--- config.mk ---
export PLATFORM = sky130hd
export DESIGN_NAME = seg7_scan_driver
export DESIGN_NICKNAME = d
export VERILOG_FILES = /design/src/rtl/seg7_scan_driver.sv
export SDC_FILE = /design/constraint.sdc
export NUM_CORES = 1
export LEC_CHECK = 0
export ABC_CLOCK_PERIOD_IN_PS = 2300
export BUFFER_PORTS_ARGS = -buffer_cell sky130_fd_sc_hd__buf_4
export CAP_MARGIN = 10
export CORE_MARGIN = 4
export CORE_UTILIZATION = 44
export DETAILED_ROUTE_END_ITERATION = 8
export GPL_TIMING_DRIVEN = 0
export PLACE_DENSITY = 0.76
export SLEW_MARGIN = 20
export SYNTH_ARGS = -nofsm -noshare
export SYNTH_HDL_FRONTEND = slang
export SYNTH_SLANG_ARGS = --single-unit
--- constraint.sdc ---
create_clock -name clk -period 2.3 [get_ports clk]
set_input_delay 0.46 -clock clk [delete_from_list [all_inputs] [get_ports clk]]
set_output_delay 0.46 -clock clk [all_outputs]
set_load 0.05 [all_outputs]
--- src/rtl/seg7_scan_driver.sv ---
// Memory-mapped 4-digit hex seven-segment scanner with BCD-word passthrough when disabled.
// Optional leading-zero blanking is compiled in with `define SEG7_LZB_EN.
module seg7_scan_driver #(
  parameter int SCAN_DIV = 100000
) (
  input  logic        clk,
  input  logic        reset,
  input  logic        MemRead,
  input  logic        MemWrite,
  input  logic [31:0] MemBus_Address,
  input  logic [31:0] MemBus_Write_Data,
  output logic [31:0] MemBus_Read_Data,
  input  logic [11:0] bcd_sw,
  output logic [11:0] disp_out
);
  localparam logic [31:0] DATA_ADDR = 32'h4000_0014;
  localparam logic [31:0] CTRL_ADDR = 32'h4000_0018;
  localparam int PW = (SCAN_DIV > 2) ? $clog2(SCAN_DIV) : 1;
  localparam logic [PW-1:0] TC = PW'(SCAN_DIV - 1);

  logic [19:0]   data_q, data_d;
  logic          en_q, en_d;
  logic [3:0]    mask_q, mask_d;
  logic [PW-1:0] presc_q, presc_d;
  logic [1:0]    idx_q, idx_d;
  logic [11:0]   disp_q, disp_d;

  logic       data_wr, ctrl_wr;
  logic [3:0] digit;
  logic       dp_k, lzb_blank;
  logic [3:0] anode;
  logic [6:0] seg;
  logic       unused_wdata;

  assign data_wr      = MemWrite && (MemBus_Address == DATA_ADDR);
  assign ctrl_wr      = MemWrite && (MemBus_Address == CTRL_ADDR);
  assign unused_wdata = ^MemBus_Write_Data[31:20];

  function automatic logic [6:0] seg_decode(input logic [3:0] h);
    case (h)
      4'h0: seg_decode = 7'h40;  4'h1: seg_decode = 7'h79;
      4'h2: seg_decode = 7'h24;  4'h3: seg_decode = 7'h30;
      4'h4: seg_decode = 7'h19;  4'h5: seg_decode = 7'h12;
      4'h6: seg_decode = 7'h02;  4'h7: seg_decode = 7'h78;
      4'h8: seg_decode = 7'h00;  4'h9: seg_decode = 7'h10;
      4'hA: seg_decode = 7'h08;  4'hB: seg_decode = 7'h03;
      4'hC: seg_decode = 7'h46;  4'hD: seg_decode = 7'h21;
      4'hE: seg_decode = 7'h06;  default: seg_decode = 7'h0E;
    endcase
  endfunction

  // Register file and scan counters; a CTRL write that sets enable restarts the frame.
  always_comb begin
    data_d  = data_wr ? MemBus_Write_Data[19:0] : data_q;
    en_d    = ctrl_wr ? MemBus_Write_Data[0]    : en_q;
    mask_d  = ctrl_wr ? MemBus_Write_Data[7:4]  : mask_q;
    presc_d = presc_q;
    idx_d   = idx_q;
    if (!en_d || ctrl_wr) begin
      presc_d = '0;
      idx_d   = '0;
    end else if (presc_q == TC) begin
      presc_d = '0;
      idx_d   = idx_q + 2'd1;
    end else begin
      presc_d = presc_q + PW'(1);
    end
  end

  always_comb begin
    digit = data_q[{idx_q, 2'b00} +: 4];
    dp_k  = data_q[16 + 32'(idx_q)];
    seg   = seg_decode(digit);
    anode = ~(4'b0001 << idx_q);
`ifdef SEG7_LZB_EN
    // Digit k is a leading zero when it and every more significant digit are 0.
    case (idx_q)
      2'd3:    lzb_blank = (data_q[15:12] == 4'h0);
      2'd2:    lzb_blank = (data_q[15:8]  == 8'h00);
      2'd1:    lzb_blank = (data_q[15:4]  == 12'h000);
      default: lzb_blank = 1'b0;
    endcase
    lzb_blank = lzb_blank && !dp_k;
`else
    lzb_blank = 1'b0;
`endif
    if (!en_q)                          disp_d = bcd_sw;
    else if (mask_q[idx_q] || lzb_blank) disp_d = 12'hFFF;
    else                                disp_d = {anode, ~dp_k, seg};
  end

  always_ff @(posedge clk or posedge reset) begin
    if (reset) begin
      data_q  <= '0;
      en_q    <= 1'b0;
      mask_q  <= '0;
      presc_q <= '0;
      idx_q   <= '0;
      disp_q  <= 12'h000;
    end else begin
      data_q  <= data_d;
      en_q    <= en_d;
      mask_q  <= mask_d;
      presc_q <= presc_d;
      idx_q   <= idx_d;
      disp_q  <= disp_d;
    end
  end

  always_comb begin
    MemBus_Read_Data = 32'h0;
    if (MemRead && MemBus_Address == DATA_ADDR) MemBus_Read_Data = {12'h0, data_q};
    else if (MemRead && MemBus_Address == CTRL_ADDR) MemBus_Read_Data = {24'h0, mask_q, 3'b000, en_q};
  end

  assign disp_out = disp_q;
endmodule

==> results.py, run 1 <==
metrics = {
    "placement": {
        "place_area_um2": 4081,
        "dp_cells": 495,
        "hpwl_mm": 5.840,
        "dp_slack_ns": -0.7173,
        "gp_congestion": 0.8240,
        "port_buffers": 99,
    },
    "timing": {
        "worst_slack_ns": -0.1825,
        "fin_crit_ns": 2.482,
        "setup_viol": 20,
        "clock.fmax_mhz": 402.8,
        "post-route-period-util_pct": 107.9,
        "fin_skew_ns": 0.006344,
        "worstMarginPinSlew_ns": 0.6858,
        "hold_viol": 0,
        "drv_slew": 0,
        "slew_headroom_pct": 54.28,
        "rsz0062_at_grt": "yes",
    },
    "clock_tree": {
        "clock_path_buffers": 2,
        "ctsHoldBuffers": 0,
        "tritoncts": "built",
        "cts-root-buf": "clkbuf_8",
        "clock-sinks": 56,
        "worstSkewPairLatency_ns": 0.31,
        "numCtsBuffers": 5,
        "cts_max_level": 2,
        "clkTransAtPathRegs_ns": 0.10,
    },
    "detailed_routing": {
        "via_per_inst": 5.432,
        "final_antenna_net_count": 0,
        "first_pass_iters": 4,
        "vias": 2792,
        "drtIter0Drc": 202,
        "wl_mm": 9.778,
        "drc": 0,
        "wire_per_inst_um": 19.02,
    },
    "finish": {
        "drive_gt1_share_pct": 50.48,
        "finalNetCount": 509,
        "design_area_um2": 4747,
        "n_antenna_cell": 0,
        "instances_no_fill": 514,
        "finish.utilization_pct": 69.11,
        "area_growth_pct": 51.34,
    },
    "setup_path": {
        "critPathMaxFanout": 5,
        "crit_path_start_kind": "primary input",
        "timing.rr.start": "idx_q[0]$_DFFE_PP0P_",
        "worstRegToRegCells": 7,
        "cp-end-kind": "output port",
        "worst-setup-path-type": "in -> out",
        "critical-path-top-delay-family": "simple AND/OR/NAND/NOR gates",
        "critPathRequiredTime_ns": 1.84,
        "worstPathArrival_ns": 2.02,
        "worst-path-buf-inv": 4,
        "critical-path-max-stage-delay_ns": 0.30,
        "crit_chain": "buf_6, nor4_4, nand4_1, nor4_4, buf_6, buf_8, and2_4, buf_12",
        "cp_slowest_cell": "nor4_4",
        "rrSetupSlack_ns": 0.08,
        "regToRegEndpoint": "disp_out[3]$_DFF_PP0_",
    },
    "grt": {
        "antenna_found_initial": 0,
        "grtUsageTotal_pct": 21.35,
        "overflow": 0,
        "grt_max_degree": 57,
        "grt_pass1_wl_mm": 14.32,
        "grt_pass1_vias": 2801,
    },
    "logic_synthesis": {
        "syn_area_um2": 3137,
        "synth_edf_count": 0,
        "synth.distinct_cells": 41,
        "synthCells": 289,
        "ys_seq_area_share_pct": 44.67,
        "synth_seq_cells": 56,
        "ys_warn_count": 0,
        "synthFlopType": "dfrtp_1",
        "syn_area_per_cell_um2": 10.85,
        "synthArstFlopShare_pct": 100.0,
    },
    "min_path": {
        "hold_class": "in -> async",
    },
    "outcome": {
        "outcome": "complete, but fails checks",
        "failed_checks": "negative setup slack",
    },
    "pwr": {
        "power.density_nw_per_um2": 427.1,
        "finalPower_mw": 2.028,
        "leakagePower_nw": 2.161,
        "irDropWorstVdd_v": 0.0003425,
    },
    "die": {
        "dieHeight_um": 92.44,
        "row_count": 30,
        "core-area_um2": 6869,
        "die_x_um": 92.44,
        "num_io_pins": 124,
        "start_util_pct": 45.66,
        "fp.dieArea_um2": 8544,
    },
    "job": {
        "maxCapViolations": 0,
    },
}
-- what timing repair did --
action,CTS,global route
gates cloned,2,0
resized for setup,75,39
endpoints found under the setup margin,23,53
pin swaps,25,12
buffers inserted,6,4
-- cell usage in the layout (no fill, tap or decap), types with 3 or more instances in the layout --
cell,n
xnor2_1,10
or3_1,5
nand4_1,5
conb_1,12
o22a_1,3
nor4_1,5
o21ai_0,5
buf_8,20
mux4_2,5
nand2b_1,5
inv_1,12
ha_1,11
or2_2,3
nor4_4,8
a22o_4,5
nand2_1,10
mux2i_1,4
nor3_1,17
clkbuf_1,5
clkbuf_8,5
xor2_1,4
dfrtp_1,56
nor2_1,11
a31oi_1,5
nand3_1,6
and2_4,15
o32a_1,4
buf_4,89
mux2_2,26
buf_6,18
-- cell type report --
class / count / area (um2)
fill: 492 / 2122
multi-input combinational: 204 / 1794
sequential: 56 / 1401
timing repair buffer: 111 / 1061
buffer: 26 / 186.4
tap: 96 / 120.1
clock buffer: 5 / 68.82
clock inverter: 2 / 60.06
inverter: 14 / 55.05
-- Yosys cell counts (5+ instances only) --
library cell  count  area [um2]
a22o_1            5       43.79
nand4_1           5       31.28
nor4_1           13       81.33
buf_2             5       25.02
a31oi_1           5       31.28
nor3_1           17       85.08
mux2_2           26       292.8
nand3_1           6       30.03
nand2_1          10       37.54
ha_1             11       137.6
clkbuf_1          8       30.03
nor2_1           11       41.29
mux4_2            5       112.6
buf_4            13       97.59
inv_1            14       52.55
and2_1           15       93.84
o21ai_0           5       25.02
or3_1             5       31.28
dfrtp_1          56        1401
xnor2_1          10       87.58
nand2b_1          5       31.28
-- routing by layer --
metal | vias up | global-route usage (%) | wire length [um]
met1 | 1353 | 26.58 | 3773
li1 | 1275 | - | -
met4 | 0 | 6.683 | 230
met3 | 21 | 5.524 | 724
met5 | - | 0 | 0
met2 | 143 | 36.25 | 5049
-- worst register-to-register path: stages, from the launching register on --
cell	delay [ns]
dfrtp_1	0.38
buf_6	0.18
mux4_2	0.59
inv_2	0.13
ha_1	0.25
or2_2	0.31
a21boi_1	0.17
o32a_1	0.17
-- cells by family (layout without fill, tap and decap cells) --
kind of cell               count (synthesis)  count (layout)  synth area share (%)
other                                      1              12                0.1196
DFF                                       56              56                 44.67
AOI/OAI and AO/OA                         33              33                 8.296
xor gates and xnor gates                  14              14                 3.909
buffers and inverters                     40             158                 6.541
and+or+nand+nor                           99              99                 17.87
adders and majority gates                 11              11                 4.388
muxes                                     35              35                 14.20
-- worst max path at each step --
| stage | from | to | slack (ns) | cells after the start |
|---|---|---|---|---|
| after floorplan | MemBus_Address[28] | MemBus_Read_Data[0] | -0.1 | 5 |
| after global placement | MemBus_Address[28] | MemBus_Read_Data[0] | -0.69 | 6 |
| after detailed placement | MemBus_Address[28] | MemBus_Read_Data[0] | -0.72 | 6 |
| after CTS | MemBus_Address[16] | MemBus_Read_Data[14] | -0.13 | 7 |
| after global routing | MemBus_Address[0] | MemBus_Read_Data[0] | -0.23 | 8 |
| final | MemBus_Address[0] | MemBus_Read_Data[2] | -0.18 | 8 |
-- where the power goes --
part	internal [mW]	total, mW	switching, mW
combinational	0.122	0.276	0.153
sequential	0.994	0.997	0.00265
clock	0.429	0.755	0.326
total	1.55	2.03	0.482
-- registers in the layout (all words and copies together) (netlist names) --
signal / flops
mask_q: 4
idx_q: 2
data_q: 20
disp_out: 12
presc_q: 17
en_q: 1
-- metrics by stage --
| stage | hold WS, ns | TNS, ns |
|---|---|---|
| after detailed placement | 0.4944 | -16.63 |
| final | 0.2491 | -3.231 |
| after floorplan | 0.4620 | -0.6010 |
| after global routing | 0.3029 | -3.705 |
| after CTS | 0.2720 | -2.293 |
| after global placement | 0.4843 | -26.14 |
Note: power is estimated with default switching activity, not from simulation.
==> run 2, diff against run 1 <==
--- a/config.mk
+++ b/config.mk
@@ -13,6 +13,7 @@
 export DETAILED_ROUTE_END_ITERATION = 8
 export GPL_TIMING_DRIVEN = 0
 export PLACE_DENSITY = 0.76
+export SETUP_SLACK_MARGIN = 0.02
 export SLEW_MARGIN = 20
 export SYNTH_ARGS = -nofsm -noshare
 export SYNTH_HDL_FRONTEND = slang
==> run 2 against run 1 <==
Effect of this change: the flow still finishes with violations (negative setup slack); hold slack better by 0.0016 ns; final area stayed put; sequential share of layout area stayed put.
==> results.py, run 2 (synthesis results as in run 1) <==
metrics = {
    "outcome": {
        "outcome": "complete, but fails checks",
        "failed_checks": "negative setup slack",
    },
    "finish": {
        "regArea_um2": 1401,
        "design_area_um2": 4747,
        "area_growth_pct": 51.34,
        "top_register": "data_q",
        "finish.utilization_pct": 69.11,
        "largest_reg_flops": 20,
        "multi_input_area_um2": 1794,
        "instances_no_fill": 516,
        "finalNetCount": 511,
        "final_common_cell": "buf_4",
        "fill_cells": 492,
        "n_antenna_cell": 0,
        "drive_gt1_share_pct": 50.95,
        "final_cell_mix": "buf_4, dfrtp_1, mux2_2, buf_8, nor3_1",
    },
    "setup_path": {
        "crit_path_start_kind": "primary input",
        "crit_start": "MemBus_Address[20]",
        "rrSetupSlack_ns": 0.12,
        "regToRegEndpoint": "disp_out[3]$_DFF_PP0_",
        "critical-path-top-delay-family": "simple AND/OR/NAND/NOR gates",
        "critical-path-max-stage-delay_ns": 0.28,
        "worst-setup-path-type": "in -> out",
        "critPathRequiredTime_ns": 1.84,
        "crit_chain": "buf_4, nor4_4, nand4_1, nor4_4, buf_6, clkbuf_8, and2_4, buf_12",
        "cp-end-kind": "output port",
        "worst-path-buf-inv": 4,
        "worstRegToRegCells": 7,
        "worstPathArrival_ns": 2.03,
        "timing.rr.start": "idx_q[0]$_DFFE_PP0P_",
        "cp_slowest_cell": "nor4_4",
        "cp.depth": 8,
        "critPathMaxFanout": 5,
        "cp_common_cell": "nor4_4",
    },
    "timing": {
        "clock.fmax_mhz": 400.8,
        "setup_viol": 20,
        "fin_crit_ns": 2.495,
        "worst_slack_ns": -0.1950,
        "worstMarginPinSlew_ns": 0.6806,
        "post-route-period-util_pct": 108.5,
        "drv_slew": 0,
        "fin_tns_setup_ns": -2.763,
        "fin_hold_ws_ns": 0.2507,
        "rsz0062_at_grt": "yes",
        "fin_skew_ns": 0.008337,
        "hold_viol": 0,
        "slew_headroom_pct": 54.63,
    },
    "grt": {
        "antenna_found_initial": 0,
        "grt_max_degree": 57,
        "overflow": 0,
        "grtUsageTotal_pct": 21.73,
        "grt_pass1_vias": 2778,
        "grt_pass1_wl_mm": 14.57,
    },
    "die": {
        "fp.dieArea_um2": 8544,
        "row_count": 30,
        "dieHeight_um": 92.44,
        "die_x_um": 92.44,
        "start_util_pct": 45.66,
        "num_io_pins": 124,
        "core-area_um2": 6869,
    },
    "clock_tree": {
        "tritoncts": "built",
        "numCtsBuffers": 5,
        "cts-root-buf": "clkbuf_8",
        "clock_path_buffers": 2,
        "worstSkewPairLatency_ns": 0.31,
        "cts_max_level": 2,
        "ctsHoldBuffers": 0,
        "clock-sinks": 56,
        "clkTransAtPathRegs_ns": 0.10,
    },
    "detailed_routing": {
        "wire_per_inst_um": 18.87,
        "via_per_inst": 5.341,
        "drtIter0Drc": 106,
        "vias": 2756,
        "final_antenna_net_count": 0,
        "drc": 0,
        "first_pass_iters": 4,
        "wl_mm": 9.736,
    },
    "placement": {
        "port_buffers": 99,
        "hpwl_mm": 5.840,
        "dp_cells": 495,
        "place_area_um2": 4081,
        "gp_congestion": 0.8240,
    },
    "job": {
        "maxCapViolations": 0,
    },
    "pwr": {
        "power.density_nw_per_um2": 428.4,
        "leakagePower_nw": 2.170,
        "irDropWorstVdd_v": 0.0003467,
    },
    "min_path": {
        "hold_class": "in -> async",
    },
}
run 2: layout make-up:
type,instances,share of cell area [%]
Timing Repair Buffer,113,22.35
Multi-Input combinational cell,204,37.80
Sequential cell,56,29.52
Buffer,26,3.927
Inverter,14,1.160
Clock buffer,5,1.450
Clock inverter,2,1.265
Tap cell,96,2.530
run 2: per-stage QoR:
step | worst slack [ns] | power, mW
floorplan | -0.09926 | 1.145
global placement | -0.6871 | 1.256
detailed placement | -0.7173 | 1.258
CTS | -0.1342 | 2.014
global route | -0.2424 | 2.093
finish | -0.1950 | 2.034
run 2: worst max path at each step:
stage                                end  slack [ns]
finish               MemBus_Read_Data[2]       -0.19
detailed placement   MemBus_Read_Data[0]       -0.72
floorplan            MemBus_Read_Data[0]        -0.1
global route         MemBus_Read_Data[0]       -0.24
global placement     MemBus_Read_Data[0]       -0.69
CTS                 MemBus_Read_Data[14]       -0.13
run 2: layer usage:
| layer | share of wire, % | up-vias | GRT usage, % | wire (um) |
|---|---|---|---|---|
| li1 | - | 1275 | - | - |
| met1 | 39 | 1335 | 27.21 | 3802 |
| met2 | 51 | 122 | 37.22 | 4984 |
| met3 | 6.8 | 24 | 5.849 | 660 |
| met4 | 3.0 | 0 | 5.446 | 289 |
| met5 | 0 | - | 0 | 0 |
run 2: timing repair:
| item | in CTS | in global routing |
|---|---|---|
| endpoints found under the setup margin | 23 | 55 |
| setup buffers | 6 | 6 |
| cloned | 2 | 0 |
| pin swaps | 25 | 11 |
| gates resized for setup | 77 | 34 |
run 2: where the power goes:
| group | total, mW | leakage [nW] | switching [mW] | internal, mW |
|---|---|---|---|---|
| combinational | 0.274 | 1.35 | 0.154 | 0.120 |
| clock | 0.762 | 0.0642 | 0.333 | 0.429 |
| sequential | 0.997 | 0.755 | 0.00261 | 0.994 |
| total | 2.03 | 2.17 | 0.490 | 1.54 |
